--- src/rtl/ptm_writer.sv ---
// ptm_writer: fills the pattern memory image that the pattern-matching reader consumes.
// Memory layout: address 0 holds the stream length N. Addresses 1..N hold one bit each,
// in data[0], with all upper bits zero.
// Bits arrive over a valid/ready handshake. Each accepted bit is written to the next
// address. The length header is written last, and then done pulses for one cycle.
//
// Ports:
//   clk        rising-edge clock
//   rst        asynchronous active-low reset
//   start      begins a session (sampled only in IDLE)
//   bit_valid  bit_in is presented
//   bit_in     serial pattern bit
//   last       marks the accepted bit as the final one
//   flush      ends the session without a bit
//   bit_ready  writer can accept a bit (state FILL)
//   wen        memory write strobe, one cycle per write
//   waddr      memory write address (held when wen=0)
//   wdata      memory write data (held when wen=0)
//   busy       session in progress (FILL or HDR)
//   done       one-cycle completion pulse, after the header write
//   length     bits written in the last completed session
//   overflow   sticky: session ended by capacity; cleared on next start
module ptm_writer #(
  parameter int unsigned datawidth = 10,
  parameter int unsigned memwidth  = 10
) (
  input  logic                 clk,
  input  logic                 rst,
  input  logic                 start,
  input  logic                 bit_valid,
  input  logic                 bit_in,
  input  logic                 last,
  input  logic                 flush,
  output logic                 bit_ready,
  output logic                 wen,
  output logic [memwidth-1:0]  waddr,
  output logic [datawidth-1:0] wdata,
  output logic                 busy,
  output logic                 done,
  output logic [memwidth-1:0]  length,
  output logic                 overflow
);

  localparam logic [memwidth-1:0] MAXLEN = '1;

  typedef enum logic [1:0] {
    IDLE = 2'd0,
    FILL = 2'd1,
    HDR  = 2'd2,
    DONE = 2'd3
  } state_t;

  state_t              state;
  logic [memwidth-1:0] count;
  logic [memwidth-1:0] count_inc;

  assign count_inc = count + memwidth'(1);

  // Handshake and status flags decode directly from the registered state
  assign bit_ready = (state == FILL);
  assign busy      = (state == FILL) || (state == HDR);

  // Session sequencer, write port and status registers
  always_ff @(posedge clk or negedge rst) begin
    if (!rst) begin
      state    <= IDLE;
      count    <= '0;
      wen      <= 1'b0;
      waddr    <= '0;
      wdata    <= '0;
      done     <= 1'b0;
      length   <= '0;
      overflow <= 1'b0;
    end else begin
      wen  <= 1'b0;
      done <= 1'b0;
      case (state)
        IDLE: begin
          if (start) begin
            count    <= '0;
            overflow <= 1'b0;
            state    <= FILL;
          end
        end
        FILL: begin
          if (bit_valid) begin
            count <= count_inc;
            wen   <= 1'b1;
            waddr <= count_inc;
            wdata <= {{(datawidth-1){1'b0}}, bit_in};
            // last takes priority over capacity, so overflow stays clear when both coincide
            if (last) begin
              state <= HDR;
            end else if (count_inc == MAXLEN) begin
              overflow <= 1'b1;
              state    <= HDR;
            end else if (flush) begin
              state <= HDR;
            end
          end else if (flush) begin
            state <= HDR;
          end
        end
        HDR: begin
          wen    <= 1'b1;
          waddr  <= '0;
          wdata  <= datawidth'(count);
          length <= count;
          state  <= DONE;
        end
        DONE: begin
          done  <= 1'b1;
          state <= IDLE;
        end
        default: state <= IDLE;
      endcase
    end
  end

endmodule
--- config.mk ---
export PLATFORM = sky130hd
export DESIGN_NAME = ptm_writer
export DESIGN_NICKNAME = d
export VERILOG_FILES = /design/src/rtl/ptm_writer.sv
export SDC_FILE = /design/constraint.sdc
export NUM_CORES = 1
export LEC_CHECK = 0
export ABC_AREA = 1
export CAP_MARGIN = 0
export CORE_ASPECT_RATIO = 0.75
export CORE_MARGIN = 2
export CORE_UTILIZATION = 30
export CTS_BUF_LIST = sky130_fd_sc_hd__clkbuf_8 sky130_fd_sc_hd__clkbuf_16
export CTS_CLUSTER_DIAMETER = 150
export DETAILED_ROUTE_END_ITERATION = 8
export GPL_TIMING_DRIVEN = 0
export PLACE_DENSITY = 0.57
export SLEW_MARGIN = 40
export SYNTH_ARGS = -nofsm -noshare
export SYNTH_HDL_FRONTEND = slang
export SYNTH_SLANG_ARGS = --single-unit
--- constraint.sdc ---
create_clock -name clk -period 4.2 [get_ports clk]
set_clock_uncertainty 0.2 [all_clocks]
set_input_delay 0.42 -clock clk [delete_from_list [all_inputs] [get_ports clk]]
set_output_delay 0.42 -clock clk [all_outputs]
set_load 0.005 [all_outputs]
; ---- Word-level counts from Yosys, hierarchy flattened
; Cells that the tools add are included.
[totals]
memories = 0
latchBits = 0
out_inout_bits = 35
elab_cells = 44
ramBits = 0
inputBits = 7
romBits = 0
ff_bits = 45
[classes]
n_mux = 20
magnitude_cmp = 0
n_mul = 0
n_bitwise = 0
eq_ne = 8
n_div = 0
n_shift = 0
reduce_logical = 7
add_sub_neg = 1
[ops]
columns = operator, count
row1 = 10-bit case mux with 2 select lines, 3
row2 = 10-bit 2-to-1 mux, 3
row3 = "10-bit by 1-bit adder with 10-bit output, second input constant", 1
row4 = "10-bit == test, second input constant", 1
row5 = 2-bit 2-to-1 mux, 5
row6 = 2-bit case mux with 4 select lines, 1
row7 = 1-bit 2-to-1 mux, 6
row8 = "2-bit inequality test, second input constant", 3
row9 = 5-bit AND reduction, 1
row10 = "2-bit == test, second input constant", 2
row11 = 1-bit case mux with 2 select lines, 2
row12 = 2-bit nonzero test, 2
row13 = 3-bit AND reduction, 1
row14 = "2-bit by 1-bit == test with 1-bit output, second input constant", 1
row15 = 2-bit zero test, 1
row16 = "2-bit by 1-bit inequality test with 1-bit output, second input constant", 1
row17 = 2-bit AND reduction, 1
row18 = 1-bit logical OR, 1

; ---- Logic depth before layout (Yosys ltp)
; Gate-level depths: netlist of the first run.
[depth]
ltp_word = 6
depth_mapped = 13
ltp_nobuf = 13

; ---- Least setup slack after synthesis of the first run
; Ideal clock, no wire load.
[synth_timing]
path_kind = reg2reg
startpoint = register state[0]
endpoint = register wdata[0]
setup_ns = 0.125
required_time_ns = 3.875
synth_period_minus_slack_ns = 1.810
t_arrival_ns = 1.485
path_stages_with_launch = 7
slack_ns = 2.390
n_path_buf = 1
cell_sequence = dfrtp_1 -> inv_1 -> ha_1 -> inv_1 -> o21ai_0 -> buf_2 -> mux2_2
[synth_via]
elab_chain_len = 3
elab_cells_between_ends = 6
cone_classes = 3 x eq/ne / 1 x mux / 2 x reduce/logical
[synth_rtl]
columns = item, line
row1 = start: declaration, 53  ; state_t state;
row2 = start signal: assignment, 66  ; state <= IDLE;
row3 = start signal: assignment, 82  ; state <= FILL;
row4 = start signal: assignment, 93  ; state <= HDR;
row5 = 2-bit by 1-bit == test with 1-bit output or 2-bit == test (tied branches), 77  ; case (state)
row6 = 2-bit inequality test (no line) or 2-bit nonzero test (tied branches), --
row7 = 2-bit AND reduction (no line), --
row8 = end signal: assignment, 90  ; wdata <= {{(datawidth-1){1'b0}}, bit_in};
row9 = end signal: assignment, 107  ; wdata <= datawidth'(count);
row10 = end: declaration, 37  ; output logic [datawidth-1:0] wdata,
; Several ways; a longest one is shown, not always the timed one.
; A chain may end at the register's enable or synchronous reset.

==> flow_summary.ini, run 1 <==
[layout]
share_of_post_route_cells_with_drive_strength_above_1_pct = 7.61
nets = 302
fillers = 707
final_util_pct = 40.2
areaGrowthSynthToFinish_pct = 31.0
antenna-diode-count = 0
layout.cells.non_filler = 373

[critical_path]
crit_path_buf_inv_count = 2
cp.arrival_ns = 1.73
critPathMaxFanout = 6
timing.critical_path.cells = inv_1 > ha_1 > clkdlybuf4s50_1
worstSetupPathType = flop to output port
critical_path_required_ns = 3.58
worst_setup_path_end_kind = output port
start_kind = flop
crit_family = buffers and inverters
critPathMaxStageDelay_ns = 0.55
worst_path_max_delay_cell = sky130_fd_sc_hd__clkdlybuf4s50_1

[sta]
maxClockFrequency_ghz = 0.425
rsz0062_at_grt = no
final.setup.worst_slack_ns = 1.85
smallest_hold_slack_ns = 0.284
report.final.hold_viol_count = 0
fin_crit_sh_pct = 56.0
period_minus_slack_ns = 2.35
setup_viol_count_final = 0
slew_headroom_pct = 66.7
finalSetupTns_ns = 0
timing_worst_slew_pin_value_ns = 0.500
finalMaxSlewViolations = 0

[power_and_ir_drop]
power_density_nw_per_um2 = 646
ir_drop_mv = 0.386
static_power_due_to_leakage_nw = 1.21

[global_routing]
grt_start_max_net_pins = 27
grt_pass1_wl_um = 8330
gr-usage-all-layers_pct = 13.6
first_global_vias = 1762
antenna_violations_before_repair = 0
globalRouteOverflowTotal = 0

[yosys]
mappedNetlistArea_um2 = 2080
yosysTopAreaCellShare_pct = 54.2
postSynthRegisterBits = 45
synth_flop_cell = sky130_fd_sc_hd__dfrtp_1
ys_async_sr_fraction_pct = 100
ys_top_cells_by_count = sky130_fd_sc_hd__nand2_1, sky130_fd_sc_hd__dfrtp_1, sky130_fd_sc_hd__inv_1, sky130_fd_sc_hd__o21ai_0, sky130_fd_sc_hd__o22ai_1
mappedNetlistNets = 252
synth_edf_count = 0
synthTopCellsByArea = sky130_fd_sc_hd__dfrtp_1, sky130_fd_sc_hd__nand2_1, sky130_fd_sc_hd__inv_1
synth-seq-area-share_pct = 54.2
synth.avg_cell_area_um2 = 8.72
yosys.area.top_type = sky130_fd_sc_hd__dfrtp_1
netlist_instances = 238
synth.distinct_cells = 22
synth.most_common_cell = sky130_fd_sc_hd__nand2_1
synthesis.yosys.warnings = 0

[floorplan]
die_width_um = 100
die_h_um = 76.0
initial_core_util_pct = 30.7
floorplan.die_area_um2 = 7610
fp-row-count = 26
placeableCoreArea_um2 = 6770
io_pins = 42

[clock_network]
clock_sink_count = 45
post_cts_buffers = 0
ctsHoldBuffers = 1
cts_tree = done
max-clock-path-buffers = 2
clockRootBuffer = sky130_fd_sc_hd__clkbuf_8
clk_latency_ns = 0.29
post_cts_resized = 0
cts_buffers = 5
cts-htree-levels = 2
clk_pin_slew_worst_paths_ns = 0.09

[placement]
place.detailed.hpwl_um = 3580
placedCellCount = 364
globalplace.congestion = 0.768
pre_cts_slack_ns = 1.93
port_buffers = 41

[job]
max_cap_viols = 0

[route]
routed-via-count = 1691
drt.antenna.violating_nets = 0
drtPass1Iterations = 4
wl_per_cell_um = 12.9
drcViolationCount = 0
drtIter0Drc = 64
post_drt_via_cell_ratio = 4.53
finalWirelength_um = 4820

[worst_hold_path]
hold_path.class = flop to flop

[run_status]
run_status = complete, no violations
[sequential cells by signal, summed over array words and instances, names as in the netlist, named ones only]
register,flops
overflow,1
waddr,10
state,1
count,10
wdata,10
done,1
wen,1
length,10
[tightest hold or removal path: stages (launching register included)]
cell and delay, ns:
sky130_fd_sc_hd__dfrtp_1 0.36, sky130_fd_sc_hd__nand2_1 0.05, sky130_fd_sc_hd__nand2_1 0.05
[where the power goes]
group	internal, mW	switching, mW	total, mW
Combinational	0.359	0.387	0.746
Sequential	0.585	0.128	0.713
Clock	0.149	0.148	0.297
Total	1.09	0.664	1.76
[placed cells by master, fill, tap and decap left out]
master | netlist | layout
sky130_fd_sc_hd__a211oi_1 | 1 | 1
sky130_fd_sc_hd__a21boi_0 | 1 | 1
sky130_fd_sc_hd__a21oi_1 | 1 | 1
sky130_fd_sc_hd__buf_12 | 0 | 1
sky130_fd_sc_hd__buf_2 | 3 | 3
sky130_fd_sc_hd__buf_4 | 0 | 1
sky130_fd_sc_hd__clkbuf_1 | 4 | 4
sky130_fd_sc_hd__clkbuf_8 | 0 | 7
sky130_fd_sc_hd__clkdlybuf4s50_1 | 0 | 40
sky130_fd_sc_hd__clkinv_2 | 0 | 1
sky130_fd_sc_hd__dfrtp_1 | 45 | 45
sky130_fd_sc_hd__dlygate4sd3_1 | 0 | 1
sky130_fd_sc_hd__ha_1 | 7 | 7
sky130_fd_sc_hd__inv_1 | 44 | 44
sky130_fd_sc_hd__mux2_2 | 1 | 1
sky130_fd_sc_hd__nand2_1 | 49 | 49
sky130_fd_sc_hd__nand2_2 | 2 | 2
sky130_fd_sc_hd__nand3_1 | 16 | 16
sky130_fd_sc_hd__nand3_2 | 2 | 2
sky130_fd_sc_hd__nand3b_1 | 1 | 1
sky130_fd_sc_hd__nand4_1 | 3 | 3
sky130_fd_sc_hd__nor2_1 | 9 | 9
sky130_fd_sc_hd__nor2_2 | 3 | 3
sky130_fd_sc_hd__nor2_4 | 1 | 1
sky130_fd_sc_hd__nor3_1 | 2 | 2
sky130_fd_sc_hd__o21a_1 | 1 | 1
sky130_fd_sc_hd__o21ai_0 | 25 | 25
sky130_fd_sc_hd__o22ai_1 | 17 | 17
[cell type report]
cell class	count	area (um2)	share of cell area, %
buffer	7	30.0	1.10
clock buffer	7	96.3	3.54
clock inverter	1	5.00	0.184
inverter	44	165	6.07
multi-input combinational	142	754	27.7
sequential	45	1130	41.4
tap	84	105	3.86
timing repair buffer	43	438	16.1
[stage by stage]
stage,instance area [um2],power [mW]
6_report,2720,1.76
5_1_grt,2720,1.91
4_1_cts,2720,1.78
3_5_place_dp,2610,1.47
3_3_place_gp,2590,1.46
2_1_floorplan,2080,1.09
[worst paths after layout]
kind / from / slack (ns) / end / cells after the start
max reg2reg: flop / 1.99 / count[0] / 8
min reg2reg: length[0] / 0.28 / length[0] / 2
max: flop / 1.85 / bit_ready / 3
min in group asynchronous: rst / 0.35 / wdata[6] / 2
min: length[0] / 0.28 / length[0] / 2
max in group asynchronous: rst / 3.02 / overflow / 3
[routing by layer]
layer / global-route usage (%) / part of all wire [%] / routed length (um) / vias to the layer above
li1: - / - / - / 862
met1: 19.9 / 52 / 2530 / 793
met2: 20.5 / 43 / 2050 / 31
met3: 3.30 / 4.3 / 207 / 5
met4: 3.29 / 0.58 / 28 / 0
met5: 0 / 0 / 0 / -
[logic make-up after synthesis]
logic type | share of synthesized area [%]
AO/OA/AOI/OAI | 12.5
adder cells (fa/ha/maj) | 4.22
buffers and inverters | 9.40
flip-flops | 54.2
multiplexers | 0.542
AND/OR/NAND/NOR | 19.1
Power figures use the tool's default switching activity.
==> run 2, diff against run 1 <==
- PLACE_DENSITY: 0.57 -> 0.59
- clock period: 4.2 -> 1.98 ns (I/O delays scaled with it)
==> run 2 against run 1 <==
Compared with the run above: core utilization rose by 1.3 points; worst hold slack got worse by 0.17 ns; flip-flop and latch count did not move; highest routed layer unchanged; critical path depth did not move; global-route usage barely moved; total power rose by 120%; clock power rose by 110%; count of clock-buffer cells in the layout did not move; routed wire length rose by 3.1%; register-to-register slack got worse by 1.9 ns; via count rose by 1.4%.
==> flow_summary.ini, run 2 (synthesis gave the netlist of run 1 again) <==
[route]
routed-via-count = 1715
drtPass1Iterations = 4
drcViolationCount = 0
post_drt_via_cell_ratio = 4.53
wl_per_cell_um = 13.1
drtIter0Drc = 78
drt.antenna.violating_nets = 0
finalWirelength_um = 4970

[floorplan]
io_pins = 42
fp-row-count = 26
initial_core_util_pct = 30.7
placeableCoreArea_um2 = 6770
floorplan.die_area_um2 = 7610
die_h_um = 76.0
die_width_um = 100

[sta]
maxClockFrequency_ghz = 0.534
period_minus_slack_ns = 1.87
setup_viol_count_final = 0
report.final.hold_viol_count = 0
slew_headroom_pct = 69.7
timing_worst_slew_pin_value_ns = 0.455
fin_crit_sh_pct = 94.6
finalSetupTns_ns = 0
finalMaxSlewViolations = 0
smallest_hold_slack_ns = 0.116

[clock_network]
cts_buffers = 5
clock_sink_count = 45
clk_pin_slew_worst_paths_ns = 0.09
cts_tree = done
cts-htree-levels = 2
clockRootBuffer = sky130_fd_sc_hd__clkbuf_8
clk_latency_ns = 0.30
max-clock-path-buffers = 2

[power_and_ir_drop]
ir_drop_mv = 0.521
power_density_nw_per_um2 = 1390
static_power_due_to_leakage_nw = 1.24
report.power.total_mw = 3.90

[global_routing]
first_global_vias = 1628
gr-usage-all-layers_pct = 13.6
grt_start_max_net_pins = 26
grt_pass1_wl_um = 8100
antenna_violations_before_repair = 0
globalRouteOverflowTotal = 0

[layout]
antenna-diode-count = 0
mostFrequentLayoutCells = sky130_fd_sc_hd__nand2_1, sky130_fd_sc_hd__dfrtp_1, sky130_fd_sc_hd__inv_1
share_of_post_route_cells_with_drive_strength_above_1_pct = 13.9
nets = 308
layout_commonest_cell = sky130_fd_sc_hd__nand2_1
areaGrowthSynthToFinish_pct = 35.2

[critical_path]
critical_path_required_ns = 1.58
start_kind = flop
cp.arrival_ns = 1.48
worst_setup_path_end_kind = output port
worst-r2r-setup-slack_ns = 0.14
worstSetupPathType = flop to output port
critPathMaxFanout = 6

[worst_hold_path]
hold_path.class = input port to async pin

[job]
max_cap_viols = 0

[placement]
globalplace.congestion = 0.850
place.detailed.hpwl_um = 3590
port_buffers = 41

[run_status]
run_status = complete, no violations
[run 2: cell types whose count changed in the layout (fill, tap and decap cells not counted), moves of 2 or more]
cell | before | now
sky130_fd_sc_hd__dfrtp_2 | 0 | 2
sky130_fd_sc_hd__nor2_1 | 9 | 7
sky130_fd_sc_hd__ha_1 | 7 | 5
sky130_fd_sc_hd__buf_4 | 1 | 9
sky130_fd_sc_hd__buf_2 | 3 | 0
sky130_fd_sc_hd__nand2_2 | 2 | 4
sky130_fd_sc_hd__nand2_1 | 49 | 47
sky130_fd_sc_hd__nor2_2 | 3 | 5
sky130_fd_sc_hd__dfrtp_1 | 45 | 43
sky130_fd_sc_hd__inv_1 | 44 | 40
sky130_fd_sc_hd__inv_2 | 0 | 3
[run 2: cell type report]
| cell class | instances | area (um2) |
|---|---|---|
| Inverter | 44 | 168 |
| Multi-Input combinational cell | 142 | 779 |
| Sequential cell | 45 | 1130 |
| Clock inverter | 1 | 5.00 |
| Timing Repair Buffer | 49 | 485 |
| Buffer | 7 | 38.8 |
| Tap cell | 84 | 105 |
| Fill cell | 716 | 3960 |
| Clock buffer | 7 | 96.3 |
[run 2: path summary, 6_finish.rpt]
kind	startpoint	to	cells past startpoint
min	rst	async pin	2
max	state[0]	bit_ready	3
min reg2reg	length[0]	length[0]	2
min in group clk	length[0]	length[0]	2
max reg2reg	flop	waddr[6]	7
max in group asynchronous	rst	count[1]	3
[run 2: routing by layer]
metal	wire length [um]	GRT usage (%)	share of wire [%]	vias to the layer above
met5	0	0	0	-
met4	46	3.70	0.93	0
met3	265	3.21	5.3	4
met2	2040	18.6	41	38
met1	2620	21.4	53	795
li1	-	-	-	878
[run 2: timing repair]
item / CTS / global route
setup buffers: 2 / 4
resized for setup: 5 / 16
hold endpoints to repair: 45 / 0
hold buffers: 1 / 0
endpoints found under the setup margin: 27 / 35
pin swaps: 0 / 1
[run 2: where the power goes]
| group | total, mW | internal, mW | leakage, nW | switching, mW |
|---|---|---|---|---|
| sequential | 1.50 | 1.25 | 0.608 | 0.255 |
| clock | 0.624 | 0.316 | 0.0542 | 0.308 |
| combinational | 1.78 | 0.864 | 0.582 | 0.912 |
[run 2: critical path, cell delays in order, from the launching register on]
cell	delay (ns)
sky130_fd_sc_hd__dfrtp_1	0.37
sky130_fd_sc_hd__buf_4	0.14
sky130_fd_sc_hd__ha_4	0.17
sky130_fd_sc_hd__clkdlybuf4s50_1	0.50
[run 2: through the flow]
step / instance area, um2 / instances / setup slack, ns / utilization (%)
floorplan: 2080 / 238 / 0.170 / -
global placement: 2590 / 363 / -0.748 / 38.3
detailed placement: 2610 / 364 / -0.185 / 38.6
CTS: 2740 / 375 / 0.00107 / 40.5
global route: 2810 / 379 / -0.0301 / 41.5
finish: 2810 / 379 / 0.107 / 41.5
